### src/rtl/pipe_pkg.sv
// Shared pipeline types: field widths, EX control bundle and its bubble value.
package pipe_pkg;

  localparam int unsigned REG_ADDR_W = 5;
  localparam int unsigned IMM_W      = 16;
  localparam int unsigned ALU_OP_W   = 4;
  localparam int unsigned PERF_CNT_W = 16;

  // Execute-stage control strobes carried through ID/EX.
  typedef struct packed {
    logic                alu_src;
    logic [ALU_OP_W-1:0] alu_op;
    logic                reg_write;
    logic                mem_read;
    logic                mem_write;
    logic                mem_to_reg;
  } ex_ctrl_t;

  localparam ex_ctrl_t EX_CTRL_BUBBLE = '0;

endpackage

### src/rtl/id_ex_reg_if.sv
// ID/EX bus: decode-side fields, external stall/flush, registered EX fields, id_hold.
// master: decode/control side driving id_* and stall/flush.
// slave : the ID/EX register producing ex_* and id_hold.
interface id_ex_reg_if
  import pipe_pkg::*;
#(
  parameter int unsigned data_width = 32
);
  logic                  stall;
  logic                  flush;
  logic                  id_valid;
  logic [data_width-1:0] id_rs_data;
  logic [data_width-1:0] id_rt_data;
  logic [IMM_W-1:0]      id_imm;
  logic [REG_ADDR_W-1:0] id_rs_addr;
  logic [REG_ADDR_W-1:0] id_rt_addr;
  logic [REG_ADDR_W-1:0] id_rd_addr;
  logic                  id_uses_rt;
  logic                  id_alu_src;
  logic [ALU_OP_W-1:0]   id_alu_op;
  logic                  id_reg_write;
  logic                  id_mem_read;
  logic                  id_mem_write;
  logic                  id_mem_to_reg;

  logic                  ex_valid;
  logic [data_width-1:0] ex_rs_data;
  logic [data_width-1:0] ex_rt_data;
  logic [IMM_W-1:0]      ex_imm;
  logic [REG_ADDR_W-1:0] ex_rs_addr;
  logic [REG_ADDR_W-1:0] ex_rt_addr;
  logic [REG_ADDR_W-1:0] ex_rd_addr;
  logic                  ex_alu_src;
  logic [ALU_OP_W-1:0]   ex_alu_op;
  logic                  ex_reg_write;
  logic                  ex_mem_read;
  logic                  ex_mem_write;
  logic                  ex_mem_to_reg;
  logic                  id_hold;

  modport master (
    output stall, flush, id_valid, id_rs_data, id_rt_data, id_imm,
           id_rs_addr, id_rt_addr, id_rd_addr, id_uses_rt, id_alu_src,
           id_alu_op, id_reg_write, id_mem_read, id_mem_write, id_mem_to_reg,
    input  ex_valid, ex_rs_data, ex_rt_data, ex_imm, ex_rs_addr, ex_rt_addr,
           ex_rd_addr, ex_alu_src, ex_alu_op, ex_reg_write, ex_mem_read,
           ex_mem_write, ex_mem_to_reg, id_hold
  );

  modport slave (
    input  stall, flush, id_valid, id_rs_data, id_rt_data, id_imm,
           id_rs_addr, id_rt_addr, id_rd_addr, id_uses_rt, id_alu_src,
           id_alu_op, id_reg_write, id_mem_read, id_mem_write, id_mem_to_reg,
    output ex_valid, ex_rs_data, ex_rt_data, ex_imm, ex_rs_addr, ex_rt_addr,
           ex_rd_addr, ex_alu_src, ex_alu_op, ex_reg_write, ex_mem_read,
           ex_mem_write, ex_mem_to_reg, id_hold
  );

endinterface

### src/rtl/id_ex_reg_load_use_detect.sv
// Load-use hazard compare: a valid load in EX whose nonzero destination is a
// source of the valid instruction in ID. Purely combinational.
// Inputs : ex_valid, ex_mem_read, ex_rd_addr, id_valid, id_rs_addr, id_rt_addr, id_uses_rt
// Output : hazard_c
module load_use_detect
  import pipe_pkg::*;
(
  input  logic                  ex_valid,
  input  logic                  ex_mem_read,
  input  logic [REG_ADDR_W-1:0] ex_rd_addr,
  input  logic                  id_valid,
  input  logic [REG_ADDR_W-1:0] id_rs_addr,
  input  logic [REG_ADDR_W-1:0] id_rt_addr,
  input  logic                  id_uses_rt,
  output logic                  hazard_c
);

  // Register 0 is hardwired, so a load targeting it never creates a dependency.
  assign hazard_c = ex_valid & ex_mem_read & id_valid &
                    (ex_rd_addr != REG_ADDR_W'(0)) &
                    ((ex_rd_addr == id_rs_addr) |
                     (id_uses_rt & (ex_rd_addr == id_rt_addr)));

endmodule

### src/rtl/id_ex_reg.sv
// ID/EX pipeline register with load-use bubble insertion and stall/flush.
// Priority per edge: flush (bubble) > stall (hold) > load-use (bubble) > load.
// Ports: clk, rst_n (async active-low), bus (id_ex_reg_if.slave),
//        bubble_count [15:0] only when ID_EX_PERF_CNT_EN is defined.
// The immediate is stored raw; sign extension happens in the EX operand mux.
module id_ex_reg
  import pipe_pkg::*;
#(
  parameter int unsigned data_width = 32
) (
  input  logic              clk,
  input  logic              rst_n,
  id_ex_reg_if.slave        bus
`ifdef ID_EX_PERF_CNT_EN
  ,
  output logic [PERF_CNT_W-1:0] bubble_count
`endif
);

  typedef struct packed {
    logic                  valid;
    logic [data_width-1:0] rs_data;
    logic [data_width-1:0] rt_data;
    logic [IMM_W-1:0]      imm;
    logic [REG_ADDR_W-1:0] rs_addr;
    logic [REG_ADDR_W-1:0] rt_addr;
    logic [REG_ADDR_W-1:0] rd_addr;
    ex_ctrl_t              ctrl;
  } slot_t;

  slot_t slot_q;
  slot_t slot_d;
  slot_t id_slot;
  logic  hazard_c;

  // Decode-stage fields gathered into one slot.
  always_comb begin
    id_slot.valid           = bus.id_valid;
    id_slot.rs_data         = bus.id_rs_data;
    id_slot.rt_data         = bus.id_rt_data;
    id_slot.imm             = bus.id_imm;
    id_slot.rs_addr         = bus.id_rs_addr;
    id_slot.rt_addr         = bus.id_rt_addr;
    id_slot.rd_addr         = bus.id_rd_addr;
    id_slot.ctrl.alu_src    = bus.id_alu_src;
    id_slot.ctrl.alu_op     = bus.id_alu_op;
    id_slot.ctrl.reg_write  = bus.id_reg_write;
    id_slot.ctrl.mem_read   = bus.id_mem_read;
    id_slot.ctrl.mem_write  = bus.id_mem_write;
    id_slot.ctrl.mem_to_reg = bus.id_mem_to_reg;
  end

  load_use_detect u_load_use_detect (
    .ex_valid    (slot_q.valid),
    .ex_mem_read (slot_q.ctrl.mem_read),
    .ex_rd_addr  (slot_q.rd_addr),
    .id_valid    (bus.id_valid),
    .id_rs_addr  (bus.id_rs_addr),
    .id_rt_addr  (bus.id_rt_addr),
    .id_uses_rt  (bus.id_uses_rt),
    .hazard_c    (hazard_c)
  );

  // Next EX slot selection; a bubble is all-zero including control.
  always_comb begin
    slot_d = slot_q;
    if (bus.flush) begin
      slot_d = '0;
    end else if (bus.stall) begin
      slot_d = slot_q;
    end else if (hazard_c) begin
      slot_d = '0;
    end else begin
      slot_d = id_slot;
    end
  end

  // EX slot register; reset leaves a bubble.
  always_ff @(posedge clk or negedge rst_n) begin
    if (!rst_n) begin
      slot_q <= '0;
    end else begin
      slot_q <= slot_d;
    end
  end

  assign bus.id_hold = bus.stall | (hazard_c & ~bus.flush);

  assign bus.ex_valid      = slot_q.valid;
  assign bus.ex_rs_data    = slot_q.rs_data;
  assign bus.ex_rt_data    = slot_q.rt_data;
  assign bus.ex_imm        = slot_q.imm;
  assign bus.ex_rs_addr    = slot_q.rs_addr;
  assign bus.ex_rt_addr    = slot_q.rt_addr;
  assign bus.ex_rd_addr    = slot_q.rd_addr;
  assign bus.ex_alu_src    = slot_q.ctrl.alu_src;
  assign bus.ex_alu_op     = slot_q.ctrl.alu_op;
  assign bus.ex_reg_write  = slot_q.ctrl.reg_write;
  assign bus.ex_mem_read   = slot_q.ctrl.mem_read;
  assign bus.ex_mem_write  = slot_q.ctrl.mem_write;
  assign bus.ex_mem_to_reg = slot_q.ctrl.mem_to_reg;

`ifdef ID_EX_PERF_CNT_EN
  logic                  bubble_evt_c;
  logic [PERF_CNT_W-1:0] bubble_cnt_q;

  // Counts flush bubbles and hazard bubbles (hazard only loads when not stalled).
  assign bubble_evt_c = bus.flush | (~bus.stall & hazard_c);

  // Saturating bubble counter.
  always_ff @(posedge clk or negedge rst_n) begin
    if (!rst_n) begin
      bubble_cnt_q <= '0;
    end else if (bubble_evt_c && (bubble_cnt_q != {PERF_CNT_W{1'b1}})) begin
      bubble_cnt_q <= bubble_cnt_q + PERF_CNT_W'(1);
    end
  end

  assign bubble_count = bubble_cnt_q;
`endif

endmodule

### src/flat_wrapper.sv
// flat-port wrapper written by rule: the top's interface ports become plain ports
module id_ex_reg_flat import pipe_pkg::*;
#(
  parameter int unsigned data_width = 32
)
  (clk, rst_n, bus_stall, bus_flush, bus_id_valid, bus_id_rs_data, bus_id_rt_data, bus_id_imm, bus_id_rs_addr, bus_id_rt_addr, bus_id_rd_addr, bus_id_uses_rt, bus_id_alu_src, bus_id_alu_op, bus_id_reg_write, bus_id_mem_read, bus_id_mem_write, bus_id_mem_to_reg, bus_ex_valid, bus_ex_rs_data, bus_ex_rt_data, bus_ex_imm, bus_ex_rs_addr, bus_ex_rt_addr, bus_ex_rd_addr, bus_ex_alu_src, bus_ex_alu_op, bus_ex_reg_write, bus_ex_mem_read, bus_ex_mem_write, bus_ex_mem_to_reg, bus_id_hold);
  id_ex_reg_if #(.data_width(data_width)) bus_i ();
  input  logic clk;
  input  logic rst_n;
  input wire logic [$bits(bus_i.stall)-1:0] bus_stall;
  input wire logic [$bits(bus_i.flush)-1:0] bus_flush;
  input wire logic [$bits(bus_i.id_valid)-1:0] bus_id_valid;
  input wire logic [$bits(bus_i.id_rs_data)-1:0] bus_id_rs_data;
  input wire logic [$bits(bus_i.id_rt_data)-1:0] bus_id_rt_data;
  input wire logic [$bits(bus_i.id_imm)-1:0] bus_id_imm;
  input wire logic [$bits(bus_i.id_rs_addr)-1:0] bus_id_rs_addr;
  input wire logic [$bits(bus_i.id_rt_addr)-1:0] bus_id_rt_addr;
  input wire logic [$bits(bus_i.id_rd_addr)-1:0] bus_id_rd_addr;
  input wire logic [$bits(bus_i.id_uses_rt)-1:0] bus_id_uses_rt;
  input wire logic [$bits(bus_i.id_alu_src)-1:0] bus_id_alu_src;
  input wire logic [$bits(bus_i.id_alu_op)-1:0] bus_id_alu_op;
  input wire logic [$bits(bus_i.id_reg_write)-1:0] bus_id_reg_write;
  input wire logic [$bits(bus_i.id_mem_read)-1:0] bus_id_mem_read;
  input wire logic [$bits(bus_i.id_mem_write)-1:0] bus_id_mem_write;
  input wire logic [$bits(bus_i.id_mem_to_reg)-1:0] bus_id_mem_to_reg;
  output wire logic [$bits(bus_i.ex_valid)-1:0] bus_ex_valid;
  output wire logic [$bits(bus_i.ex_rs_data)-1:0] bus_ex_rs_data;
  output wire logic [$bits(bus_i.ex_rt_data)-1:0] bus_ex_rt_data;
  output wire logic [$bits(bus_i.ex_imm)-1:0] bus_ex_imm;
  output wire logic [$bits(bus_i.ex_rs_addr)-1:0] bus_ex_rs_addr;
  output wire logic [$bits(bus_i.ex_rt_addr)-1:0] bus_ex_rt_addr;
  output wire logic [$bits(bus_i.ex_rd_addr)-1:0] bus_ex_rd_addr;
  output wire logic [$bits(bus_i.ex_alu_src)-1:0] bus_ex_alu_src;
  output wire logic [$bits(bus_i.ex_alu_op)-1:0] bus_ex_alu_op;
  output wire logic [$bits(bus_i.ex_reg_write)-1:0] bus_ex_reg_write;
  output wire logic [$bits(bus_i.ex_mem_read)-1:0] bus_ex_mem_read;
  output wire logic [$bits(bus_i.ex_mem_write)-1:0] bus_ex_mem_write;
  output wire logic [$bits(bus_i.ex_mem_to_reg)-1:0] bus_ex_mem_to_reg;
  output wire logic [$bits(bus_i.id_hold)-1:0] bus_id_hold;
  assign bus_i.stall = bus_stall;
  assign bus_i.flush = bus_flush;
  assign bus_i.id_valid = bus_id_valid;
  assign bus_i.id_rs_data = bus_id_rs_data;
  assign bus_i.id_rt_data = bus_id_rt_data;
  assign bus_i.id_imm = bus_id_imm;
  assign bus_i.id_rs_addr = bus_id_rs_addr;
  assign bus_i.id_rt_addr = bus_id_rt_addr;
  assign bus_i.id_rd_addr = bus_id_rd_addr;
  assign bus_i.id_uses_rt = bus_id_uses_rt;
  assign bus_i.id_alu_src = bus_id_alu_src;
  assign bus_i.id_alu_op = bus_id_alu_op;
  assign bus_i.id_reg_write = bus_id_reg_write;
  assign bus_i.id_mem_read = bus_id_mem_read;
  assign bus_i.id_mem_write = bus_id_mem_write;
  assign bus_i.id_mem_to_reg = bus_id_mem_to_reg;
  assign bus_ex_valid = bus_i.ex_valid;
  assign bus_ex_rs_data = bus_i.ex_rs_data;
  assign bus_ex_rt_data = bus_i.ex_rt_data;
  assign bus_ex_imm = bus_i.ex_imm;
  assign bus_ex_rs_addr = bus_i.ex_rs_addr;
  assign bus_ex_rt_addr = bus_i.ex_rt_addr;
  assign bus_ex_rd_addr = bus_i.ex_rd_addr;
  assign bus_ex_alu_src = bus_i.ex_alu_src;
  assign bus_ex_alu_op = bus_i.ex_alu_op;
  assign bus_ex_reg_write = bus_i.ex_reg_write;
  assign bus_ex_mem_read = bus_i.ex_mem_read;
  assign bus_ex_mem_write = bus_i.ex_mem_write;
  assign bus_ex_mem_to_reg = bus_i.ex_mem_to_reg;
  assign bus_id_hold = bus_i.id_hold;
  id_ex_reg #(.data_width(data_width)) u_core (.clk(clk), .rst_n(rst_n), .bus(bus_i));
endmodule
### config.mk
export PLATFORM = sky130hd
export DESIGN_NAME = id_ex_reg_flat
export DESIGN_NICKNAME = d
export VERILOG_FILES = /design/src/rtl/pipe_pkg.sv /design/src/rtl/id_ex_reg_if.sv /design/src/rtl/id_ex_reg_load_use_detect.sv /design/src/rtl/id_ex_reg.sv /design/src/flat_wrapper.sv
export SDC_FILE = /design/constraint.sdc
export NUM_CORES = 1
export LEC_CHECK = 0
export CAP_MARGIN = 20
export CELL_PAD_IN_SITES_DETAIL_PLACEMENT = 1
export CELL_PAD_IN_SITES_GLOBAL_PLACEMENT = 1
export CORE_MARGIN = 5
export CORE_UTILIZATION = 30
export CTS_BUF_LIST = sky130_fd_sc_hd__clkbuf_4 sky130_fd_sc_hd__clkbuf_8
export CTS_CLUSTER_DIAMETER = 80
export DETAILED_ROUTE_END_ITERATION = 10
export HOLD_SLACK_MARGIN = 0.05
export PLACE_DENSITY = 0.8
export SLEW_MARGIN = 20
export SYNTH_ARGS = -nofsm -noshare
export SYNTH_HDL_FRONTEND = slang
export SYNTH_SLANG_ARGS = --single-unit
### constraint.sdc
create_clock -name clk -period 3.2 [get_ports clk]
set_clock_uncertainty 0.1 [all_clocks]
set_input_delay 0.96 -clock clk [delete_from_list [all_inputs] [get_ports clk]]
set_output_delay 0.96 -clock clk [all_outputs]
set_load 0.005 [all_outputs]
==> impl_metrics.ini <==
[status]
status = finished, final reports clean

[sta]
finalWorstSetupSlack_ps = 157
timing.final.crit_share_pct = 95.1
setup_viol = 0
worst_pin_slew_ps = 1020
relSlewSlack_pct = 31.8
period_needed_ps = 3040
hold_viol = 0
max_freq_mhz = 329
setup_tns_ps = 0
drv_slew = 0
rsz0062_at_grt = no

[yosys]
synth_area_mm2 = 0.00604
ys_warn_count = 0
yosysUniqueCellTypes = 21
yosys.area.top_type_share_pct = 43.5
synth_cells = 636
synth_top_cell_by_area = dfrtp_1
synth_nets = 746
yosysSeqAreaShare_pct = 43.5
synthTopCellsByArea = dfrtp_1 44%, o221ai_1 15%, nor3b_1 13%, a22oi_1 12%, nand2_1 6.7%
ys_ff_latch = 105
syn-mean-instance-area_um2 = 9.49

[floorplan]
io_pins = 216
core_mm2 = 0.0197
fp.dieH_um = 152
dieArea_mm2 = 0.0231
rows = 51
die_w_um = 152
start_util_pct = 30.7

[cts]
clock_sinks = 105
clkLatencyLatePin_ps = 380
cts-root-buf = clkbuf_8
cts_tree = done
cts_buffers = 9
htreeDepth = 3
clk_path_buf_depth = 2
hold_buffers = 0
post_cts_buffers = 0
clk_pin_slew_worst_paths_ps = 110

[setup_path]
end_kind = output pin
cp_max_fo = 2
critPathLaunchType = input pin
crit_type = input pin to output pin
critical_path_required_ps = 2140
arrival_ps = 1980

[global_route]
grt_overflow = 0
grt_pass1_wl_um = 38600
antenna_found_initial = 2
grt_pass1_vias = 6411
grt_usage_pct = 20.2
grt_max_degree = 112

[placement]
hpwl_um = 14900
port_buffers = 215
place_congestion = 0.767
dp_worst_setup_slack_ps = -564

[final_layout]
fillers = 2255
fin_nets = 904
drive_above_1_share_pct = 6.64
final_cell_mix = 201 x clkdlybuf4s50_1, 105 x nand2_1, 105 x dfrtp_1
final_common_cell = clkdlybuf4s50_1
seqCellArea_mm2 = 0.00263
syn_to_final_growth_pct = 43.8
multi_input_area_mm2 = 0.00314

[route]
drtAntennaViolNets = 0
wire_per_inst_um = 22.9
drt-vias-per-instance = 5.81
post-route-drc-count = 0
routed_wl_um = 24400
vias = 6189
first_pass_iters = 5
drt_iter0_drc = 502

[power]
irDropWorstVdd_uv = 272
p_per_area_mw_per_mm2 = 415
p_leak_uw = 0.00346

[run]
cap_violations = 0

[hold_path]
hp-class = input pin to asynchronous set/reset pin
-- final timing paths --
kind	start	endpoint	slack (ps)	cells past startpoint
worst max-delay path	bus_id_rt_addr[4]	bus_id_hold	160	6
worst min-delay path	rst_n	u_core.bus.ex_rt_data[1]$_DFFE_PN0P_	390	1
worst max register to register	u_core.bus.ex_rd_addr[4]$_DFFE_PN0P_	u_core.bus.ex_valid$_DFFE_PN0P_	240	6
worst min register to register	u_core.bus.ex_imm[11]$_DFFE_PN0P_	u_core.bus.ex_imm[11]$_DFFE_PN0P_	420	2
max in group asynchronous	rst_n	u_core.bus.ex_rt_data[18]$_DFFE_PN0P_	1710	2
min in group clk	u_core.bus.ex_imm[11]$_DFFE_PN0P_	u_core.bus.ex_imm[11]$_DFFE_PN0P_	420	2
-- logic make-up (layout without fill, tap and decap cells) --
| family | count (synthesis) | after routing | share of synthesized area (%) |
|---|---|---|---|
| simple gates | 217 | 217 | 20.1 |
| compound gates | 213 | 213 | 28.8 |
| flops | 105 | 105 | 43.5 |
| buf+inv | 91 | 253 | 6.09 |
| xor+xnor | 10 | 10 | 1.45 |
| other cells | 0 | 2 | 0 |
-- metrics by stage --
step	hold WS, ps	area [µm²]	power, µW	utilization (%)	std cells
after CTS	393	8680	3650	44.1	1063
after detailed placement	402	8410	2650	42.8	1048
after global placement	399	8410	2640	42.8	1048
after floorplan	395	6040	2000	-	636
after global routing	397	8690	3800	44.2	1065
final	387	8690	3610	44.2	1065
-- where the power goes --
part | total, µW | internal [µW] | switching [µW]
registers | 1540 | 1460 | 85.2
logic | 1080 | 519 | 565
clock network | 981 | 471 | 509
-- Yosys cell counts --
cell / instances
o21ai_0: 1
a22oi_1: 99
a32oi_1: 6
o2111ai_2: 1
or4_1: 1
o22ai_1: 1
buf_4: 5
clkbuf_1: 72
nand4_1: 1
nand2_1: 107
dfrtp_1: 105
buf_1: 7
inv_1: 1
nand3_1: 1
nor3b_1: 104
nor2b_1: 1
o221ai_1: 104
xnor2_1: 10
a21o_1: 1
buf_2: 6
nor2_1: 2
-- critical path, cell delays in order --
cell	delay, ps
dlygate4sd2_1	300
xnor2_1	160
nand4_1	150
o22ai_2	160
a21o_1	150
buf_6	100
-- layout make-up --
cell class,count,area share (%)
diodes,2,0.0576
clock buffers,11,1.67
clock inverters,4,0.879
inverters,1,0.0432
multi-input cells,440,36.2
flip-flops and latches,105,30.3
well taps,265,3.82
repair buffers,237,27.1
-- timing repair --
item | in CTS | in global routing
endpoints found under the setup margin | 1 | 1
pin swaps | 3 | 1
gates resized for setup | 20 | 2
-- layer usage --
metal / part of all wire (%) / up-vias / GRT usage (%)
li1: - / 2792 / -
met1: 46 / 3156 / 29.0
met2: 46 / 216 / 30.8
met3: 6.5 / 25 / 5.06
met4: 1.5 / 0 / 4.58
met5: 0 / - / 0
(Power assumes the default switching activity.)
